===== src/rtl/fetch_stage_if.sv =====
// Bundle of the fetch stage's pipeline-control, instruction-memory and
// IF/ID signals. The "master" view belongs to the fetch stage itself. The
// "slave" view is for the surrounding pipeline: hazard unit, branch
// resolution, instruction memory and decode.
`timescale 1ns/1ps

interface fetch_stage_if #(
  parameter int PC_WIDTH = 32
) ();

  // Pipeline control from hazard unit / branch resolution
  logic                stall;
  logic                flush;
  logic                redirect_valid;
  logic [PC_WIDTH-1:0] redirect_target;

  // Instruction memory (combinational read)
  logic [PC_WIDTH-1:0] imem_addr;
  logic [31:0]         imem_instr;

  // IF/ID pipeline register towards decode
  logic                if_id_valid;
  logic [PC_WIDTH-1:0] if_id_pc;
  logic [PC_WIDTH-1:0] if_id_pc_plus1;
  logic [31:0]         if_id_instr;

  // Status
  logic                fetch_fault;
  logic [31:0]         fetch_count;

  modport master (
    input  stall,
    input  flush,
    input  redirect_valid,
    input  redirect_target,
    output imem_addr,
    input  imem_instr,
    output if_id_valid,
    output if_id_pc,
    output if_id_pc_plus1,
    output if_id_instr,
    output fetch_fault,
    output fetch_count
  );

  modport slave (
    output stall,
    output flush,
    output redirect_valid,
    output redirect_target,
    input  imem_addr,
    output imem_instr,
    input  if_id_valid,
    input  if_id_pc,
    input  if_id_pc_plus1,
    input  if_id_instr,
    input  fetch_fault,
    input  fetch_count
  );

endinterface


===== src/rtl/fetch_stage.sv =====
// Instruction-fetch stage of the pipelined MIPS core.
// - Owns the word-addressed PC and presents it straight to the instruction memory.
// - Captures the returned word into the IF/ID register.
// - Spends one boot cycle after reset before the first fetch.
// - Priority in RUN is: redirect, then range fault, then stall, then flush,
//   then normal fetch.
// - An out-of-range PC parks the stage in HALT until reset.
`timescale 1ns/1ps

module fetch_stage #(
  parameter int                   PC_WIDTH   = 32,
  parameter logic [PC_WIDTH-1:0]  RESET_PC   = {PC_WIDTH{1'b0}},
  parameter longint unsigned      IMEM_DEPTH = 64'd1024
) (
  input  logic            clk,
  input  logic            rst,
  fetch_stage_if.master   bus
);

  typedef enum logic [1:0] {
    ST_BOOT = 2'd0,
    ST_RUN  = 2'd1,
    ST_HALT = 2'd2
  } state_e;

  localparam logic [PC_WIDTH-1:0] PC_ZERO = {PC_WIDTH{1'b0}};
  localparam logic [PC_WIDTH-1:0] PC_ONE  = {{(PC_WIDTH-1){1'b0}}, 1'b1};

  // Depth is held one bit wider than the PC. This lets a depth of
  // 2^PC_WIDTH mark every PC as valid.
  localparam logic [64:0] DEPTH_EXT = 65'(IMEM_DEPTH);

  state_e              state_q, state_d;
  logic [PC_WIDTH-1:0] pc_q, pc_d;
  logic                valid_q, valid_d;
  logic [PC_WIDTH-1:0] id_pc_q, id_pc_d;
  logic [PC_WIDTH-1:0] id_pc1_q, id_pc1_d;
  logic [31:0]         instr_q, instr_d;
  logic                fault_q, fault_d;
  logic [31:0]         count_q, count_d;

  logic [PC_WIDTH-1:0] pc_plus1_s;
  logic                out_of_range_s;
  logic                capture_s;
  logic                bubble_s;

  assign pc_plus1_s     = pc_q + PC_ONE;
  assign out_of_range_s = (65'(pc_q) >= DEPTH_EXT);

  // Next-state, PC and IF/ID selection following the per-edge priority rules
  always_comb begin
    state_d   = state_q;
    pc_d      = pc_q;
    fault_d   = fault_q;
    count_d   = count_q;
    capture_s = 1'b0;
    bubble_s  = 1'b0;

    case (state_q)
      ST_BOOT: begin
        // No fetch yet: PC holds while a bubble enters IF/ID
        bubble_s = 1'b1;
        state_d  = ST_RUN;
      end
      ST_RUN: begin
        if (bus.redirect_valid) begin
          // The target is accepted even when out of range; the range check
          // happens when that PC is actually fetched next cycle.
          pc_d     = bus.redirect_target;
          bubble_s = 1'b1;
        end else if (out_of_range_s) begin
          state_d  = ST_HALT;
          fault_d  = 1'b1;
          bubble_s = 1'b1;
        end else if (bus.stall) begin
          // Everything holds; flush is deliberately ignored here
          bubble_s = 1'b0;
        end else if (bus.flush) begin
          pc_d     = pc_plus1_s;
          bubble_s = 1'b1;
        end else begin
          pc_d      = pc_plus1_s;
          capture_s = 1'b1;
          count_d   = count_q + 32'd1;
        end
      end
      ST_HALT: begin
        // Parked until reset: IF/ID keeps receiving bubbles
        bubble_s = 1'b1;
      end
      default: begin
        // Unreachable encoding: recover through the boot cycle
        state_d  = ST_BOOT;
        bubble_s = 1'b1;
      end
    endcase
  end

  // IF/ID next contents: capture, bubble or hold
  always_comb begin
    valid_d  = valid_q;
    id_pc_d  = id_pc_q;
    id_pc1_d = id_pc1_q;
    instr_d  = instr_q;
    if (capture_s) begin
      valid_d  = 1'b1;
      id_pc_d  = pc_q;
      id_pc1_d = pc_plus1_s;
      instr_d  = bus.imem_instr;
    end else if (bubble_s) begin
      valid_d  = 1'b0;
      id_pc_d  = PC_ZERO;
      id_pc1_d = PC_ZERO;
      instr_d  = 32'd0;
    end else begin
      valid_d  = valid_q;
    end
  end

  // State, PC, IF/ID and status registers with asynchronous reset
  always_ff @(posedge clk or posedge rst) begin
    if (rst) begin
      state_q  <= ST_BOOT;
      pc_q     <= RESET_PC;
      valid_q  <= 1'b0;
      id_pc_q  <= PC_ZERO;
      id_pc1_q <= PC_ZERO;
      instr_q  <= 32'd0;
      fault_q  <= 1'b0;
      count_q  <= 32'd0;
    end else begin
      state_q  <= state_d;
      pc_q     <= pc_d;
      valid_q  <= valid_d;
      id_pc_q  <= id_pc_d;
      id_pc1_q <= id_pc1_d;
      instr_q  <= instr_d;
      fault_q  <= fault_d;
      count_q  <= count_d;
    end
  end

  assign bus.imem_addr      = pc_q;
  assign bus.if_id_valid    = valid_q;
  assign bus.if_id_pc       = id_pc_q;
  assign bus.if_id_pc_plus1 = id_pc1_q;
  assign bus.if_id_instr    = instr_q;
  assign bus.fetch_fault    = fault_q;
  assign bus.fetch_count    = count_q;

endmodule

===== src/flat_wrapper.sv =====
// flat-port wrapper written by rule: the top's interface ports become plain ports
module fetch_stage_flat 
#(
  parameter int                   PC_WIDTH   = 32,
  parameter logic [PC_WIDTH-1:0]  RESET_PC   = {PC_WIDTH{1'b0}},
  parameter longint unsigned      IMEM_DEPTH = 64'd1024
)
  (clk, rst, bus_stall, bus_flush, bus_redirect_valid, bus_redirect_target, bus_imem_addr, bus_imem_instr, bus_if_id_valid, bus_if_id_pc, bus_if_id_pc_plus1, bus_if_id_instr, bus_fetch_fault, bus_fetch_count);
  fetch_stage_if #(.PC_WIDTH(PC_WIDTH)) bus_i ();
  input  logic clk;
  input  logic rst;
  input wire logic [$bits(bus_i.stall)-1:0] bus_stall;
  input wire logic [$bits(bus_i.flush)-1:0] bus_flush;
  input wire logic [$bits(bus_i.redirect_valid)-1:0] bus_redirect_valid;
  input wire logic [$bits(bus_i.redirect_target)-1:0] bus_redirect_target;
  output wire logic [$bits(bus_i.imem_addr)-1:0] bus_imem_addr;
  input wire logic [$bits(bus_i.imem_instr)-1:0] bus_imem_instr;
  output wire logic [$bits(bus_i.if_id_valid)-1:0] bus_if_id_valid;
  output wire logic [$bits(bus_i.if_id_pc)-1:0] bus_if_id_pc;
  output wire logic [$bits(bus_i.if_id_pc_plus1)-1:0] bus_if_id_pc_plus1;
  output wire logic [$bits(bus_i.if_id_instr)-1:0] bus_if_id_instr;
  output wire logic [$bits(bus_i.fetch_fault)-1:0] bus_fetch_fault;
  output wire logic [$bits(bus_i.fetch_count)-1:0] bus_fetch_count;
  assign bus_i.stall = bus_stall;
  assign bus_i.flush = bus_flush;
  assign bus_i.redirect_valid = bus_redirect_valid;
  assign bus_i.redirect_target = bus_redirect_target;
  assign bus_imem_addr = bus_i.imem_addr;
  assign bus_i.imem_instr = bus_imem_instr;
  assign bus_if_id_valid = bus_i.if_id_valid;
  assign bus_if_id_pc = bus_i.if_id_pc;
  assign bus_if_id_pc_plus1 = bus_i.if_id_pc_plus1;
  assign bus_if_id_instr = bus_i.if_id_instr;
  assign bus_fetch_fault = bus_i.fetch_fault;
  assign bus_fetch_count = bus_i.fetch_count;
  fetch_stage #(.PC_WIDTH(PC_WIDTH), .RESET_PC(RESET_PC), .IMEM_DEPTH(IMEM_DEPTH)) u_core (.clk(clk), .rst(rst), .bus(bus_i));
endmodule

===== config.mk =====
export PLATFORM = sky130hd
export DESIGN_NAME = fetch_stage_flat
export DESIGN_NICKNAME = d
export VERILOG_FILES = /design/src/rtl/fetch_stage_if.sv /design/src/rtl/fetch_stage.sv /design/src/flat_wrapper.sv
export SDC_FILE = /design/constraint.sdc
export NUM_CORES = 1
export LEC_CHECK = 0
export BUFFER_PORTS_ARGS = -buffer_cell sky130_fd_sc_hd__buf_2
export CAP_MARGIN = 15
export CORE_ASPECT_RATIO = 0.8
export CORE_MARGIN = 8
export CORE_UTILIZATION = 30
export DETAILED_ROUTE_END_ITERATION = 7
export HOLD_SLACK_MARGIN = 0.12
export PLACE_DENSITY_LB_ADDON = 0.15
export SLEW_MARGIN = 20
export SYNTH_ARGS = -nofsm -noshare
export SYNTH_HDL_FRONTEND = slang
export SYNTH_SLANG_ARGS = --single-unit

===== constraint.sdc =====
create_clock -name clk -period 13.8 [get_ports clk]
set_input_delay 0 -clock clk [delete_from_list [all_inputs] [get_ports clk]]
set_output_delay 0 -clock clk [all_outputs]
set_load 0.01 [all_outputs]

* After elaboration in Yosys (flattened, before gate mapping)
Index checks and enable logic that the tools add are counted.
** Cells by class
- Add/subtract/negate cells :: 2
- Magnitude comparators :: 1
- Equal/unequal tests :: 6
- Multiplexer cells :: 22
- Bitwise gates (word level) :: 5
- Reductions and logical operators :: 6
** Operators by type and width (count)
- $mux W32 :: 7
- $add A32 B1 Y32 const B :: 2
- $ge A32 B11 Y1 const B :: 1
- $mux W1 :: 12
- $reduce_and A3 Y1 :: 3
- $pmux W2 S3 :: 1
- $not A1 Y1 :: 5
- $reduce_and A5 Y1 :: 1
- $mux W2 :: 2
- $ne A2 B1 Y1 const B :: 2
- $ne A2 B2 Y1 const B :: 2
- $eq A2 B1 Y1 const B :: 1
- $eq A2 B2 Y1 const B :: 1
- $logic_not A2 Y1 :: 1
- $reduce_bool A2 Y1 :: 1
** Word-level totals
- Bits in registers :: 164
- Bits of input ports :: 69
- Output and inout port bits :: 162
- Word-level logic and storage cells :: 50

* Longest topological paths before layout
- Depth in word-level cells :: 7
- Mapped depth :: 8
- Gate-level depth less buffers :: 6

* Least setup slack after synthesis
No wires, ideal clock.
- Path type :: flip-flop to flip-flop
- Start :: register u_core.pc_q[10] (netlist: u_core.bus.imem_addr[10])
- End :: register u_core.count_q[1] (netlist: u_core.bus.fetch_count[1])
- Library setup time :: 125 ps
- Data arrival time :: 2084 ps
- Data required time :: 13675 ps
- Setup slack :: 11591 ps
- Stages on the path, launching flop included :: 7
- Path buffers :: 1
- Clock period less this slack :: 2209 ps
- Path through :: dfrtp_1 nor4_2 nand4_2 or4_1 clkbuf_1 nor3_2 mux2_2
** Between the ends
- Word-level cells in the longest chain between the ends :: 3
** Ends and longest elaborated chain
- start: declaration :: line fetch_stage.sv:34 : logic [PC_WIDTH-1:0] pc_q, pc_d;
- start signal: assignment :: line fetch_stage.sv:133 : pc_q <= pc_d;
- $ge A32 B11 Y1 :: line fetch_stage.sv:48 : assign out_of_range_s = (65'(pc_q) >= DEPTH_EXT);
- $not A1 Y1 (no source line)
- $reduce_and A5 Y1 (no source line)
- end signal: assignment :: line fetch_stage.sv:139 : count_q <= count_d;
- end: declaration :: line fetch_stage.sv:40 : logic [31:0] count_q, count_d;
No other way between the ends.
A chain may end at the register's enable or synchronous reset.

* Worst setup path after layout
- Start :: input port bus_redirect_valid
- End :: register u_core.pc_q[25] (netlist: u_core.bus.imem_addr[25])
** Between the ends
- Word-level cells in the longest chain between the ends :: 2
- Elaborated cells on any way between the ends :: 4
- Those cells by class :: eq/ne: 2; mux: 1; reduce/logical: 1
** Ends and longest elaborated chain
- start: declaration :: line flat_wrapper.sv:14 : input wire logic [$bits(bus_i.redirect_valid)-1:0] bus_redirect_valid;
- $ne A2 B2 Y1 (no source line) / $ne A2 B1 Y1 (equally long branches)
- $reduce_and A3 Y1 (no source line)
Parallel ways exist; a longest one is shown, timed or not.

==> out/summary.txt <==
Final Worst Setup Slack - 11.13 ns
Grt met1 use - 20.71%
Clk root buf - clkbuf_16
Net Count, Synth - 718
Later-pin clock latency in the skew report - 0.42 ns
Antenna Nets Post-Route - 0
Final Util - 43.67%
Fin nets - 1014
Async SR Flop Fraction - 100.0%
Power share of the clock group - 36.6%
Max Cap Viol - 0
Slew @ Worst Pin - 0.9635 ns
H-tree depth - 4
# IOs - 231
Rows - 49
Synth unique cells - 52
Psw - 0.0004433 W
Setup violators final - 0
Chip Height - 151.1 um
Setup slack after placement - 10.67 ns
Routed WL - 21.38 mm
Critical Path RT - 14.16 ns
Die width - 184.9 um
First-pass GRT wire length - 33.68 mm
CP arrival - 3.03 ns
Area Overhead vs Synth - 43.08%
Pint - 0.0009482 W
Placer Congestion - 0.8187
CTS tree - built
Hold Path Class - in -> reg
Total grt overflow - 0
WS Path Type - in -> reg
CTS Buf Count - 17
Critical Path End Type - flip-flop
CP Max Fanout - 38
Core footprint - 22440 um2
RSZ-0062 raised after global routing - false
Pin count of the biggest net entering global routing - 112
Placed instance area - 8267 um2
Overall Global Routing Usage - 15.16%
Grt met3 use - 4.196%
Final Non-Filler Cells - 1261
DR pass1 iterations - 7
Drc violations - 0
Share of layout cells above drive strength 1 - 30.37%
ANT cells - 0
Placed cells - 1143
Mapped Area - 6848 um2
Logic pwr share - 20.5%
Yosys warnings - 0
Clk sinks - 164
HPWL Detailed - 14.04 mm
Peak-usage layer in the global routing report - met2
Sw Share - 31.86%
Max-slew violations - 0
Final setup skew - 0.01425 ns
Vias in the first global route - 5987
Initial Utilization - 30.52%
Post-cts resize count - 0
Peak Freq - 374.3 MHz
Via count - 5924
DR WL/cell - 16.95 um
Final Cycle Share - 19.36%
Final setup TNS - 0 ns
Leakage - 5.065 nW
Die area - 27950 um2
Worst vdd ir - 0.07295 mV
Seq pwr share - 42.9%
Vias per cell - 4.698
Period minus WS final - 2.671 ns
Post-synthesis instance total - 646
Antenna violations before repair - 0
Worst-path clk slew - 0.07 ns
CTS max path bufs - 2
IO buf count - 230
Status - completed
Post-synth EDFFs - 0
GR Util met2 - 22.66%
PwrDens - 142.0 nW/um2
Post-route cell area - 9798 um2
#FFs+latches synth - 164
Synthesized area per cell - 10.60 um2
Main synth FF type - dfrtp_1
Worst Setup Start Kind - input pin
Max-slew headroom - 35.23%
Starting DRT DRC Count - 409
Final Hold Violating Endpoints - 0
Sequential share of the synthesized area - 59.93%
==> synth_stat cells (2+ instances only) <==
cell type	number	share of area, %
a21oi_1	30	2.2
a22oi_1	44	4.8
and2b_2	2	0.26
and3_1	45	4.1
and4_1	5	0.64
buf_1	5	0.27
buf_2	3	0.22
clkbuf_1	34	1.9
dfrtp_1	164	60
ha_1	3	0.55
inv_1	12	0.66
mux2i_1	3	0.44
nand2_1	64	3.5
nand2b_1	3	0.27
nand3_1	32	2.3
nand4_1	10	0.91
nor2_1	75	4.1
nor3_1	12	0.88
nor3_2	2	0.29
nor3b_1	7	0.77
nor4_1	4	0.37
nor4_2	3	0.55
o21ai_0	8	0.58
o22ai_1	5	0.46
or2_2	3	0.27
or3_2	2	0.22
or4_1	3	0.33
xnor2_1	20	2.6
xor2_1	20	2.6
==> layer usage <==
layer	share of wire [%]	wire, um
met1	46	9793
met2	45	9714
met3	6.5	1381
met4	2.3	491
met5	0	0
==> timing repair <==
item	CTS	global route
hold buffers	83	1
endpoints found under the hold margin	163	4
buffers inserted	0	0
==> stage by stage <==
| step | hold WS, ns | total power (W) |
|---|---|---|
| 3_5_place_dp | 0.2348 | 0.0008704 |
| 6_report | 0.2222 | 0.001392 |
| 2_1_floorplan | 0.1448 | 0.0007545 |
| 5_1_grt | 0.2691 | 0.001474 |
| 4_1_cts | 0.2010 | 0.001409 |
| 3_3_place_gp | 0.2320 | 0.0008717 |
==> critical path, cell delays in order <==
cell,delay [ns]
buf_2,0.07
buf_4,0.34
clkinv_1,0.74
or2_2,0.58
o41ai_2,0.06
buf_4,0.41
nand3_1,0.13
dlygate4sd3_1,0.59
nand2_1,0.07
==> final timing paths <==
kind,start,endpoint,slack (ns),cells past startpoint
max,bus_redirect_valid,u_core.bus.imem_addr[25],11.13,9
min,bus_redirect_valid,u_core.bus.imem_addr[0],0.22,4
max reg2reg,u_core.bus.imem_addr[10],u_core.bus.fetch_count[1],11.18,5
min reg2reg,u_core.bus.fetch_count[31],u_core.bus.fetch_count[31],0.47,1
max in group asynchronous,rst,u_core.bus.imem_addr[1],12.02,4
min in group asynchronous,rst,u_core.bus.if_id_pc[28],0.34,3
==> logic make-up (layout without fill, tap and decap cells) <==
family                   count (synthesis)  in the layout  share of synthesized area [%]
multiplexers                             4              4                         0.6030
flip-flops                             164            164                          59.93
XOR/XNOR                                40             40                          5.116
buffers and inverters                   56            365                          3.234
AO/OA/AOI/OAI                           97             97                          9.319
AND/OR/NAND/NOR                        282            282                          21.25
adder cells (fa/ha/maj)                  3              3                         0.5482
==> layout make-up <==
type,instances,area [um2]
clock inverters,14,193.9
well taps,306,382.9
repair buffers,320,2079
clock buffers,18,439.2
flip-flops and latches,164,4104
inverters,13,53.80
multi-input cells,426,2545
fillers,2202,12640
==> state kept, by name (all words and copies together), names as in the netlist <==
signal	cells
u_core.bus.if_id_pc_plus1	32
u_core.bus.if_id_pc	32
u_core.bus.if_id_instr	32
u_core.state_q	2
u_core.bus.fetch_count	32
u_core.bus.fetch_fault	1
u_core.bus.if_id_valid	1
u_core.bus.imem_addr	32
==> placed cells by master (no fill, tap or decap), types with 3 or more instances in the layout <==
master / instances
a21oi_1: 30
nor3_1: 12
inv_6: 5
nor2_1: 75
mux2i_1: 3
o21ai_0: 8
clkinv_4: 3
xor2_1: 20
and4_1: 5
dfrtp_1: 164
nor4_1: 4
nor4_2: 3
buf_2: 229
nand4_1: 10
o22ai_1: 5
bufinv_16: 3
dlygate4sd3_1: 84
nor3b_1: 7
buf_4: 5
inv_1: 11
ha_1: 3
clkbuf_16: 17
nand2_1: 64
nand3_1: 32
nand2b_1: 3
a22oi_1: 44
xnor2_1: 20
or2_2: 3
and3_1: 45
==> power by group through the flow <==
stage	combinational [W]	clock [W]	sequential, W
4_1_cts	0.000287	0.000525	0.000596
6_report	0.000285	0.000509	0.000597
2_1_floorplan	0.000151	0	0.000604
3_3_place_gp	0.000269	0	0.000603
5_1_grt	0.000321	0.000546	0.000607
3_5_place_dp	0.000266	0	0.000605
(Power assumes the default switching activity.)
